<file path="config.mk">
export PLATFORM = sky130hd
export DESIGN_NAME = scale_cfg_sync_ctrl
export DESIGN_NICKNAME = d
export VERILOG_FILES = /design/src/rtl/scale_cfg_sync_ctrl.sv
export SDC_FILE = /design/constraint.sdc
export NUM_CORES = 1
export LEC_CHECK = 0
export CAP_MARGIN = 20
export CORE_MARGIN = 5
export CORE_UTILIZATION = 55
export DETAILED_ROUTE_END_ITERATION = 6
export DONT_BUFFER_PORTS = 1
export HOLD_SLACK_MARGIN = 0.15
export PLACE_DENSITY = 0.82
export SLEW_MARGIN = 40
export SYNTH_ARGS = -nofsm -noshare
export SYNTH_HDL_FRONTEND = slang
export SYNTH_SLANG_ARGS = --single-unit
</file>
<file path="constraint.sdc">
create_clock -name clk -period 8.2 [get_ports clk]
set_input_delay 1.23 -clock clk [delete_from_list [all_inputs] [get_ports clk]]
set_output_delay 1.23 -clock clk [all_outputs]
set_load 0.03 [all_outputs]
</file>
<file path="src/rtl/scale_cfg_sync_ctrl.sv">
// Configuration controller for the nearest-neighbour scaler.
//
// It samples four image-size words that arrive through per-bit synchronisers.
// A set is accepted only after it has read identically for C_STABLE_CNT cycles.
// Accepted sets are rejected with a one-cycle cfg_err pulse when a destination
// size is zero. Otherwise the block computes the horizontal and vertical
// fixed-point step factors with one shared restoring divider, producing one
// quotient bit per cycle. The new set and its steps are committed atomically
// on the next rising edge of per_frame_vsync.
//
// Ports:
//   clk, rst_n                 clock, asynchronous active-low reset
//   src_width/height           synchronised source size
//   dst_width/height           synchronised destination size
//   per_frame_vsync            frame sync of the scaler input, active-high
//   cfg_src_w/h, cfg_dst_w/h   committed sizes
//   h_step, v_step             committed (src << C_FRAC_WIDTH) / dst
//   cfg_valid                  a configuration has been committed
//   cfg_update                 one-cycle pulse on the commit cycle
//   cfg_err                    one-cycle pulse when a stable set is rejected
//   busy                       dividing or waiting for frame start
module scale_cfg_sync_ctrl #(
  parameter int unsigned C_DATA_WIDTH = 12,
  parameter int unsigned C_FRAC_WIDTH = 16,
  parameter int unsigned C_STABLE_CNT = 4
) (
  input  logic                                 clk,
  input  logic                                 rst_n,
  input  logic [C_DATA_WIDTH-1:0]              src_width,
  input  logic [C_DATA_WIDTH-1:0]              src_height,
  input  logic [C_DATA_WIDTH-1:0]              dst_width,
  input  logic [C_DATA_WIDTH-1:0]              dst_height,
  input  logic                                 per_frame_vsync,
  output logic [C_DATA_WIDTH-1:0]              cfg_src_w,
  output logic [C_DATA_WIDTH-1:0]              cfg_src_h,
  output logic [C_DATA_WIDTH-1:0]              cfg_dst_w,
  output logic [C_DATA_WIDTH-1:0]              cfg_dst_h,
  output logic [C_DATA_WIDTH+C_FRAC_WIDTH-1:0] h_step,
  output logic [C_DATA_WIDTH+C_FRAC_WIDTH-1:0] v_step,
  output logic                                 cfg_valid,
  output logic                                 cfg_update,
  output logic                                 cfg_err,
  output logic                                 busy
);

  localparam int unsigned W    = C_DATA_WIDTH;
  localparam int unsigned Q    = C_DATA_WIDTH + C_FRAC_WIDTH;
  localparam int unsigned SetW = 4 * W;
  localparam int unsigned CntW = $clog2(Q);

  typedef enum logic [2:0] {StIdle, StDivH, StDivV, StWaitFrame, StCommit} state_e;

  state_e state_q, state_d;

  logic [SetW-1:0] in_set, sample_q, pend_q, cfg_set_q;
  logic [3:0]      stab_cnt_q;
  logic            vsync_q, err_lock_q, cfg_valid_q;
  logic [Q-1:0]    h_step_q, v_step_q, pend_h_q, pend_h_d, pend_v_q, pend_v_d;
  logic [W-1:0]    rem_q, rem_d;
  logic [Q-1:0]    quo_q, quo_d;
  logic [CntW-1:0] bit_cnt_q, bit_cnt_d;

  logic in_change, stable, vs_rise, set_zero, want_new;
  logic start_div, err_fire, load_cfg;

  assign in_set    = {src_width, src_height, dst_width, dst_height};
  assign in_change = (in_set != sample_q);
  assign stable    = (stab_cnt_q == 4'(C_STABLE_CNT));
  assign vs_rise   = per_frame_vsync & ~vsync_q;

  // Decisions use the registered sample, which equals the live input whenever in_change is low.
  assign set_zero  = (sample_q[2*W-1:W] == '0) || (sample_q[W-1:0] == '0);
  assign want_new  = stable && !in_change && !err_lock_q &&
                     (!cfg_valid_q || (sample_q != cfg_set_q));

  // Shared restoring divider step.
  logic [W-1:0] divisor, rem_next, rem_sub;
  logic [W:0]   trial;
  logic         trial_ge;
  logic [Q-1:0] quo_next;
  logic         div_last;

  assign divisor  = (state_q == StDivV) ? pend_q[W-1:0] : pend_q[2*W-1:W];
  assign trial    = {rem_q, quo_q[Q-1]};
  assign trial_ge = (trial >= {1'b0, divisor});
  // When trial >= divisor, the difference is below the divisor, so W bits suffice.
  assign rem_sub  = trial[W-1:0] - divisor;
  assign rem_next = trial_ge ? rem_sub : trial[W-1:0];
  assign quo_next = {quo_q[Q-2:0], trial_ge};
  assign div_last = (bit_cnt_q == CntW'(Q - 1));

  // FSM: state register.
  always_ff @(posedge clk or negedge rst_n) begin
    if (!rst_n) begin
      state_q <= StIdle;
    end else begin
      state_q <= state_d;
    end
  end

  // FSM: next state. An input change aborts any pending work.
  always_comb begin
    state_d = state_q;
    unique case (state_q)
      StIdle: begin
        if (want_new && !set_zero) state_d = StDivH;
      end
      StDivH: begin
        if (in_change)     state_d = StIdle;
        else if (div_last) state_d = StDivV;
      end
      StDivV: begin
        if (in_change)     state_d = StIdle;
        else if (div_last) state_d = StWaitFrame;
      end
      StWaitFrame: begin
        if (in_change)    state_d = StIdle;
        else if (vs_rise) state_d = StCommit;
      end
      StCommit: state_d = StIdle;
      default:  state_d = StIdle;
    endcase
  end

  // FSM: outputs and datapath strobes.
  always_comb begin
    start_div  = 1'b0;
    err_fire   = 1'b0;
    busy       = 1'b0;
    cfg_update = 1'b0;
    load_cfg   = 1'b0;
    unique case (state_q)
      StIdle: begin
        start_div = want_new && !set_zero;
        err_fire  = want_new && set_zero;
      end
      StDivH, StDivV: busy = 1'b1;
      StWaitFrame: begin
        busy     = 1'b1;
        load_cfg = !in_change && vs_rise;
      end
      StCommit: cfg_update = 1'b1;
      default: ;
    endcase
  end

  // Divider next state.
  always_comb begin
    rem_d     = rem_q;
    quo_d     = quo_q;
    bit_cnt_d = bit_cnt_q;
    pend_h_d  = pend_h_q;
    pend_v_d  = pend_v_q;
    if (start_div) begin
      quo_d     = {sample_q[4*W-1:3*W], {C_FRAC_WIDTH{1'b0}}};
      rem_d     = '0;
      bit_cnt_d = '0;
    end else if (state_q == StDivH || state_q == StDivV) begin
      quo_d     = quo_next;
      rem_d     = rem_next;
      bit_cnt_d = bit_cnt_q + CntW'(1);
      if (div_last) begin
        rem_d     = '0;
        bit_cnt_d = '0;
        if (state_q == StDivH) begin
          pend_h_d = quo_next;
          quo_d    = {pend_q[3*W-1:2*W], {C_FRAC_WIDTH{1'b0}}};
        end else begin
          pend_v_d = quo_next;
        end
      end
    end
  end

  always_ff @(posedge clk or negedge rst_n) begin
    if (!rst_n) begin
      sample_q    <= '0;
      stab_cnt_q  <= '0;
      vsync_q     <= 1'b0;
      err_lock_q  <= 1'b0;
      pend_q      <= '0;
      pend_h_q    <= '0;
      pend_v_q    <= '0;
      rem_q       <= '0;
      quo_q       <= '0;
      bit_cnt_q   <= '0;
      cfg_set_q   <= '0;
      h_step_q    <= '0;
      v_step_q    <= '0;
      cfg_valid_q <= 1'b0;
    end else begin
      sample_q <= in_set;
      vsync_q  <= per_frame_vsync;
      if (in_change) begin
        stab_cnt_q <= '0;
      end else if (!stable) begin
        stab_cnt_q <= stab_cnt_q + 4'd1;
      end
      // A rejected set is not retried until the input moves.
      if (in_change) begin
        err_lock_q <= 1'b0;
      end else if (err_fire) begin
        err_lock_q <= 1'b1;
      end
      if (start_div) pend_q <= sample_q;
      pend_h_q  <= pend_h_d;
      pend_v_q  <= pend_v_d;
      rem_q     <= rem_d;
      quo_q     <= quo_d;
      bit_cnt_q <= bit_cnt_d;
      // Load on entry to the commit cycle so cfg_update and the new values coincide.
      if (load_cfg) begin
        cfg_set_q   <= pend_q;
        h_step_q    <= pend_h_q;
        v_step_q    <= pend_v_q;
        cfg_valid_q <= 1'b1;
      end
    end
  end

  assign cfg_src_w = cfg_set_q[4*W-1:3*W];
  assign cfg_src_h = cfg_set_q[3*W-1:2*W];
  assign cfg_dst_w = cfg_set_q[2*W-1:W];
  assign cfg_dst_h = cfg_set_q[W-1:0];
  assign h_step    = h_step_q;
  assign v_step    = v_step_q;
  assign cfg_valid = cfg_valid_q;
  assign cfg_err   = err_fire;

endmodule

</file>
==> summary.md, run 1 <==
| Metric | Value |
|---|---|
| Status | completed |
| Worst-skew pair later-pin latency | 0.53 ns |
| CP Capture Point | cfg_err |
| Drt pass-1 iters | 5 |
| Clock Tree Root | clkbuf_16 |
| Vias in the first global route | 8,174 |
| Hold WC Path Type | in -> async |
| Die height | 166 um |
| Commonest non-fill, non-tap cells in the layout | 311 x dfrtp_1, 194 x mux2_2, 55 x xnor2_1, 51 x xor2_1, 51 x nand2_1 |
| P_leak | 7.06 nW |
| Top cells by area, synth | dfrtp_1 58%, mux2_2 16%, xnor2_1 3.6%, xor2_1 3.4%, mux2i_1 2.5% |
| Core ar. | 24,100 um2 |
| Final setup fails | 0 |
| FF-to-FF path depth | 7 |
| Vias per cell | 5.87 |
| H-tree lvl count | 2 |
| Inserted Clock Buffers | 34 |
| DR WL/cell | 22.8 um |
| Initial antenna violation count | 1 |
| Initial Util | 0.552 |
| Crit path time final | 4.60 ns |
| Power density cells | 211 nW/um2 |
| Worst Path Class, Setup | in -> out |
| EDFF count, synth | 0 |
| Placed Cells | 1,271 |
| Num ports | 159 |
| Syn_nets | 1,048 |
| DP HPWL | 20,900 um |
| Worst setup EP type | output pin |
| Post-synthesis cell area | 13,300 um2 |
| Clock skew | 0.0266 ns |
| Post-Place Cell Area | 13,500 um2 |
| GRT overflow | 0 |
| Maximum fanout along the worst path | 6 |
| CTS tree | built |
| Share of cells above drive strength 1 | 0.266 |
| Launching point of the worst reg2reg path | sample_q[47] |
| Area Overhead vs Synth | 9.87% |
| Number of cells produced by synthesis | 981 |
| Maximum buffer depth of the clock tree | 3 |
| Yosys reg bits | 311 |
| Peak supply drop | 0.000184 V |
| CTS Sinks | 311 |
| Die area | 27,400 um2 |
| Final RePlAce weighted congestion | 0.885 |
| Final instance area | 14,600 um2 |
| Final net count | 1,050 |
| Setup crit start | src_width[11] |
| Post-synth top area share | 0.585 |
| First-pass GRT wire length | 47,300 um |
| IO buf count | 0 |
| Horiz. Die Dim | 166 um |
| Post-synthesis sequential area ratio | 0.585 |
| ANT nets after route | 0 |
| Post-synth top area cell | dfrtp_1 |
| Top_reg_cell synth | dfrtp_1 |
| Worst Max-Slew Pin Slew | 0.792 ns |
| Slew headroom | 0.470 |
| Critical R2R Capture | cfg_set_q[34] |
| DRC errors left | 0 |
| Commonest non-fill, non-tap cell in the layout | dfrtp_1 |
| Post-CTS Setup Inserts | 0 |
| Fin. Hold Viols | 0 |
| Met3 Track Usage GR | 0.0953 |
| PostCTS Resize Cnt | 0 |
| Yosys warns | 0 |
| Non-Filler Instances | 1,332 |
| Hold Buf Count CTS | 0 |
| Rows | 57 |
| Post-synth cell types | 53 |
| Gr busiest metal | met2 |
| Required time worst endpoint | 6.97 ns |
| Initial drt markers | 626 |
| GR Util met1 | 0.295 |
| RSZ-0062 raised after global routing | no |
| Reg2Reg Setup Slack | 4.48 ns |
| Tot Pwr | 3.09 mW |
| Post-synth ARST share | 1.00 |
| GR Util met2 | 0.343 |
| Global Route Usage Sum | 0.226 |
| CP arrival | 3.37 ns |
| Max Transition Viols Final | 0 |
| Vias | 7,817 |
| Detailed Route WL | 30,400 um |
| CTS clk-pin slew, worst paths | 0.06 ns |
| Fmax | 218 MHz |
| Setup Total Neg Slack | 0 ns |
| Tcrit/Tclk final | 0.561 |
| Mapped Avg Cell Area | 13.6 um2 |
| Worst setup SP type | input port |
| Largest net degree at the start of global routing | 312 |
| Number of max-cap violations | 0 |
[Yosys cell counts, drive strengths merged (2+ instances only)]
library cell	number
a211oi	4
a21boi	2
a21o	3
a21oi	29
a22o	18
a31o	2
and2	2
and3	2
and4b	2
buf	30
clkbuf	11
dfrtp	311
ha	15
inv	14
mux2	197
mux2i	33
nand2	51
nand2b	7
nand3	12
nand3b	2
nand4	15
nand4b	2
nor2	35
nor3	4
nor4	22
o21ai	27
o2bb2ai	7
or3	2
xnor2	55
xor2	51
[where the power goes]
part | leakage [nW] | internal (mW) | switching, mW | total (mW)
registers | 4.10 | 1.55 | 0.0197 | 1.57
logic | 2.42 | 0.0226 | 0.0189 | 0.0416
clock network | 0.540 | 0.874 | 0.603 | 1.48
total | 7.06 | 2.44 | 0.642 | 3.09
[sequential cells by signal, indices dropped and copies added (netlist names), 5 cells and up]
register and cells:
cfg_set_q 48, pend_q 48, sample_q 48, h_step 28
pend_h_q 28, pend_v_q 28, quo_q 28, v_step 28
rem_q 12, bit_cnt_q 5
[through the flow]
step,util,worst slack (ns),hold WS [ns]
after floorplan,-,4.12,0.439
after global placement,0.561,3.33,0.453
after detailed placement,0.561,3.61,0.459
after CTS,0.606,3.61,0.409
after global routing,0.607,3.41,0.404
final,0.607,3.60,0.428
[how the worst min path moves through the flow]
stage          slack (ns)            to       start  cells after the start
6_report             0.43     h_step[0]       rst_n                      0
4_1_cts              0.41  bit_cnt_q[0]       rst_n                      0
3_3_place_gp         0.45    pend_q[38]  pend_q[38]                      2
2_1_floorplan        0.44    pend_q[38]  pend_q[38]                      2
5_1_grt              0.40   pend_h_q[2]       rst_n                      0
3_5_place_dp         0.46    pend_q[44]  pend_q[44]                      2
[logic make-up (layout without fill, tap and decap cells)]
kind of cell             after synthesis  after routing  share of synthesized area
flip-flops                           311            311                      0.585
multiplexers                         230            230                      0.192
AND/OR/NAND/NOR                      163            163                     0.0637
XOR/XNOR                             106            106                     0.0698
AO/OA/AOI/OAI                        100            100                     0.0510
buffers and inverters                 55             81                     0.0236
adder cells (fa/ha/maj)               16             16                     0.0156
other                                  0              1                          0
[critical path: stages]
cell	delay, ns
xnor2_1	0.30
nand4_1	0.15
nor4_1	0.61
and4b_1	0.45
nand3_1	0.15
a21oi_2	0.48
[metal layers]
metal | vias to the layer above | wire length, um | part of all wire
met5 | - | 13 | 0.00043
li1 | 3490 | - | -
met1 | 4011 | 12500 | 0.41
met3 | 64 | 3260 | 0.11
met2 | 250 | 13800 | 0.45
met4 | 2 | 848 | 0.028
[cell type report]
cell class	instances	area (um2)
Antenna cell	1	2.50
Clock buffer	50	991
Clock inverter	10	97.6
Fill cell	1889	9480
Inverter	14	52.6
Multi-Input combinational cell	615	5240
Sequential cell	311	7780
Tap cell	324	405
Timing Repair Buffer	7	56.3
No activity file was read; power rests on OpenSTA's default activity.
==> run 2, diff against run 1 <==
- clock period: 8.2 -> 4.5 ns (I/O delays scaled with it)
==> summary.md, run 2 (same netlist as run 1, synthesis figures left out) <==
| Metric | Value |
|---|---|
| Num ports | 159 |
| Max Transition Viols Final | 0 |
| Area Overhead vs Synth | 13.4% |
| Top flop regs | cfg_set_q (48), pend_q (48), sample_q (48) |
| Inserted Clock Buffers | 31 |
| Tcrit/Tclk final | 0.865 |
| Final net count | 1,098 |
| Maximum fanout along the worst path | 6 |
| Core ar. | 24,100 um2 |
| Die height | 166 um |
| Initial Util | 0.552 |
| Detailed Route WL | 32,600 um |
| Drt pass-1 iters | 5 |
| Status | complete, but fails checks |
| Final setup fails | 0 |
| Worst-skew pair later-pin latency | 0.57 ns |
| Commonest non-fill, non-tap cells in the layout | 311 x dfrtp_1, 194 x mux2_2, 55 x xnor2_1, 51 x xor2_1, 51 x nand2_1 |
| Post-layout util | 0.626 |
| Peak supply drop | 0.000359 V |
| ANT nets after route | 0 |
| Slew headroom | 0.451 |
| PostCTS Resize Cnt | 0 |
| Clock Tree Root | clkbuf_16 |
| DP Worst Slack | 0.810 ns |
| Vias | 8,137 |
| Vias per cell | 5.90 |
| GRT overflow | 0 |
| Hold WC Path Type | in -> async |
| IO buf count | 0 |
| Non-Filler Instances | 1,380 |
| CTS Sinks | 311 |
| RSZ-0062 raised after global routing | no |
| Clock skew | 0.0353 ns |
| Placed Cells | 1,273 |
| Fmax | 257 MHz |
| Fillcell total | 1,818 |
| Fin. Hold Viols | 311 |
| Worst Path Class, Setup | reg -> out |
| Vias in the first global route | 8,521 |
| Horiz. Die Dim | 166 um |
| DR WL/cell | 23.6 um |
| Final RePlAce weighted congestion | 0.877 |
| H-tree lvl count | 1 |
| Initial antenna violation count | 0 |
| Failing checks | negative hold slack |
| Commonest non-fill, non-tap cell in the layout | dfrtp_1 |
| Worst setup SP type | flip-flop |
| Worst Max-Slew Pin Slew | 0.821 ns |
| CP arrival | 3.22 ns |
| Required time worst endpoint | 3.83 ns |
| Post-CTS Setup Inserts | 0 |
| P_leak | 7.26 nW |
| Largest net degree at the start of global routing | 312 |
| Global Route Usage Sum | 0.242 |
| Reg2Reg Setup Slack | 0.75 ns |
| Worst setup EP type | output pin |
| Share of cells above drive strength 1 | 0.258 |
| Initial drt markers | 788 |
| CTS tree | built |
| CTS clk-pin slew, worst paths | 0.06 ns |
| Setup Total Neg Slack | 0 ns |
| Number of max-cap violations | 0 |
| First-pass GRT wire length | 50,700 um |
| Min setup slack post-route | 0.607 ns |
| Maximum buffer depth of the clock tree | 3 |
| Die area | 27,400 um2 |
| DRC errors left | 0 |
| Crit path time final | 3.89 ns |
| ANT cells | 0 |
| Hold Buf Count CTS | 49 |
| DP HPWL | 21,500 um |
| Power density cells | 372 nW/um2 |
| Hold slack | -0.164 ns |
| Rows | 57 |
run 2: cell types whose count changed in the layout (fill, tap and decap cells not counted), moves of 2 or more:
| cell | previous run | this run |
|---|---|---|
| clkbuf_1 | 8 | 3 |
| clkbuf_8 | 8 | 6 |
| clkbuf_16 | 34 | 31 |
| bufinv_16 | 1 | 3 |
| buf_4 | 6 | 8 |
| inv_6 | 3 | 1 |
| clkinv_2 | 5 | 10 |
| dlygate4sd3_1 | 0 | 49 |
| clkinvlp_4 | 0 | 3 |
run 2: layout make-up:
class	count	area (um2)	share of cell area
flip-flops and latches	311	7780	0.516
multi-input cells	615	5230	0.347
clock buffers	40	870	0.0576
repair buffers	58	571	0.0378
well taps	324	405	0.0269
clock inverters	18	183	0.0121
inverters	14	52.6	0.00348
run 2: critical path, cell delays in order, from the launching register on:
cell and delay [ns]:
dfrtp_1 0.49, xnor2_1 0.21, nand4_1 0.19, nor4_1 0.61, and4b_1 0.47, nand3_1 0.18
a21oi_1 0.26, buf_4 0.23
run 2: worst paths after layout:
check | startpoint | to | cells past startpoint
worst max-delay path | sample_q[9] | cfg_err | 7
worst min-delay path | rst_n | v_step[1] | 0
worst max register to register | state_q[1] | rem_q[5] | 12
worst min register to register | pend_q[43] | pend_q[43] | 2
max in group asynchronous | rst_n | pend_h_q[18] | 0
min in group clk | per_frame_vsync | state_q[1] | 3
run 2: report_power, final:
part           switching (mW)  internal, mW
registers              0.0368          2.82
logic                  0.0449        0.0697
clock network            1.11          1.54
total                    1.19          4.43
run 2: routing by layer:
layer | vias to the layer above | global-route usage | wire, um
li1 | 3575 | - | -
met1 | 4187 | 0.322 | 13000
met2 | 311 | 0.376 | 15100
met3 | 64 | 0.0913 | 3590
met4 | 0 | 0.0652 | 952
met5 | - | 0 | 0
run 2: through the flow:
stage | total power, mW | instance area, um2
finish | 5.61 | 15100
global placement | 2.98 | 13500
detailed placement | 2.98 | 13600
CTS | 5.64 | 15100
global route | 5.78 | 15100
floorplan | 2.95 | 13300
==> run 3, diff against run 2 <==
- ABC_CLOCK_PERIOD_IN_PS: default -> 4500
- RECOVER_POWER: default -> 100
==> summary.md, run 3 (same netlist as run 1, synthesis figures left out) <==
| Metric | Value |
|---|---|
| Crit path buf inv count | 1 |
| Clock Tree Root | clkbuf_16 |
| Initial Util | 0.552 |
| DRC errors left | 0 |
| First-pass GRT wire length | 50,700 um |
| Horiz. Die Dim | 166 um |
| Vias per cell | 5.89 |
| Multi-input gate area | 5200 um2 |
| Worst-skew pair later-pin latency | 0.57 ns |
| Worst Max-Slew Pin Slew | 1.73 ns |
| DR WL/cell | 23.6 um |
| CP arrival | 4.60 ns |
| Post-layout util | 0.624 |
| GRT overflow | 0 |
| Hold Buf Count CTS | 49 |
| RSZ-0062 raised after global routing | no |
| Share of cells above drive strength 1 | 0.250 |
| Detailed Route WL | 32,600 um |
| Power density cells | 373 nW/um2 |
| P_leak | 7.25 nW |
| Final net count | 1,098 |
| PostCTS Resize Cnt | 0 |
| Core ar. | 24,100 um2 |
| Max Transition Viols Final | 31 |
| Worst setup EP type | flip-flop |
| Worst Path Class, Setup | reg -> reg |
| Slew headroom | -0.151 |
| CTS clk-pin slew, worst paths | 0.06 ns |
| Initial drt markers | 706 |
| Area Overhead vs Synth | 13.1% |
| Commonest non-fill, non-tap cells in the layout | 311 x dfrtp_1, 194 x mux2_2, 55 x xnor2_1, 51 x xor2_1, 51 x nand2_1 |
| Maximum fanout along the worst path | 30 |
| Critical path cell sequence | xor2_1 -> nor4_1 -> nand4_1 -> or4_1 -> nand4b_2 -> clkbuf_1 -> mux2_2 |
| Fmax | 240 MHz |
| Global Route Usage Sum | 0.242 |
| Delay-heaviest family, CP | simple AND/OR/NAND/NOR gates |
| Num ports | 159 |
| Post-CTS Setup Inserts | 0 |
| H-tree lvl count | 1 |
| Initial antenna violation count | 0 |
| Tcrit/Tclk final | 0.927 |
| Hold slack | -0.162 ns |
| ANT nets after route | 0 |
| Peak supply drop | 0.000358 V |
| Hold WC Path Type | in -> async |
| Worst setup SP type | flip-flop |
| Vias in the first global route | 8,521 |
| Maximum buffer depth of the clock tree | 3 |
| Inserted Clock Buffers | 31 |
| Clock skew | 0.0363 ns |
| Largest net degree at the start of global routing | 312 |
| Commonest non-fill, non-tap cell in the layout | dfrtp_1 |
| CTS tree | built |
| Fin. Hold Viols | 311 |
| Failing checks | negative hold slack, max-capacitance violations, max-slew violations |
| Final setup fails | 0 |
| IO buf count | 0 |
| DP HPWL | 21,500 um |
| Top flop regs | cfg_set_q (48), pend_q (48), sample_q (48) |
| Storage element area | 7780 um2 |
| Largest stage delay, worst path | 1.26 ns |
| Die height | 166 um |
| Setup Total Neg Slack | 0 ns |
| Crit path max-delay cell type | clkbuf_1 |
| Vias | 8,137 |
| Number of max-cap violations | 1 |
| CTS Sinks | 311 |
| Drt pass-1 iters | 5 |
| Crit path time final | 4.17 ns |
| Final RePlAce weighted congestion | 0.877 |
| Required time worst endpoint | 4.92 ns |
| Rows | 57 |
| Die area | 27,400 um2 |
| Status | complete, but fails checks |
| Fillcell total | 1,822 |
run 3: cell count changes in the layout (fill, tap and decap cells not counted), sizes merged:
cell / before / now
buf: 9 / 4
diode: 0 / 2
clkbuf: 40 / 45
run 3: worst reg2reg max path: cells and delay by family (launching register included):
kind | cells | cell delay [ns]
flops | 1 | 0.58
xor+xnor | 1 | 0.21
mux | 1 | 0.44
simple gates | 4 | 1.54
buf+inv | 1 | 1.26
run 3: path summary, 6_finish.rpt:
| check | from | endpoint | slack (ns) | cells past startpoint |
|---|---|---|---|---|
| min in group clk | per_frame_vsync | state_q[1] | 0.41 | 3 |
| min reg2reg | pend_q[39] | pend_q[39] | 0.48 | 2 |
| max | cfg_set_q[3] | pend_q[24] | 0.33 | 7 |
| max in group asynchronous | rst_n | cfg_set_q[10] | 4.14 | 0 |
| min | rst_n | v_step[1] | -0.16 | 0 |
| max reg2reg | cfg_set_q[3] | pend_q[24] | 0.33 | 7 |
run 3: final cells by class:
cell class                 instances  share of cell area
multi-input combinational        615               0.345
sequential                       311               0.517
clock inverter                    18              0.0121
clock buffer                      40              0.0578
inverter                          14             0.00349
tap                              324              0.0269
antenna                            2            0.000333
timing repair buffer              58              0.0368
run 3: report_power, final:
group	total (mW)	internal (mW)	switching [mW]	leakage [nW]
clock	2.65	1.54	1.11	0.521
sequential	2.85	2.82	0.0366	4.10
combinational	0.115	0.0697	0.0451	2.62
run 3: routing by layer:
metal	global-route usage	wire, um	vias to the layer above
met4	0.0652	920	0
met3	0.0913	3580	62
met2	0.376	15000	328
met1	0.322	13100	4161
met5	0	0	-
li1	-	-	3586
run 3: metrics by stage:
step	hold WS [ns]	power (mW)	setup slack [ns]	area, um2	cells
global placement	0.400	2.98	0.951	13500	1273
detailed placement	0.398	2.98	0.810	13600	1273
finish	-0.162	5.62	0.327	15000	1382
floorplan	0.379	2.95	0.894	13300	981
global route	-0.188	5.78	0.247	15000	1380
CTS	-0.194	5.64	0.638	15100	1380
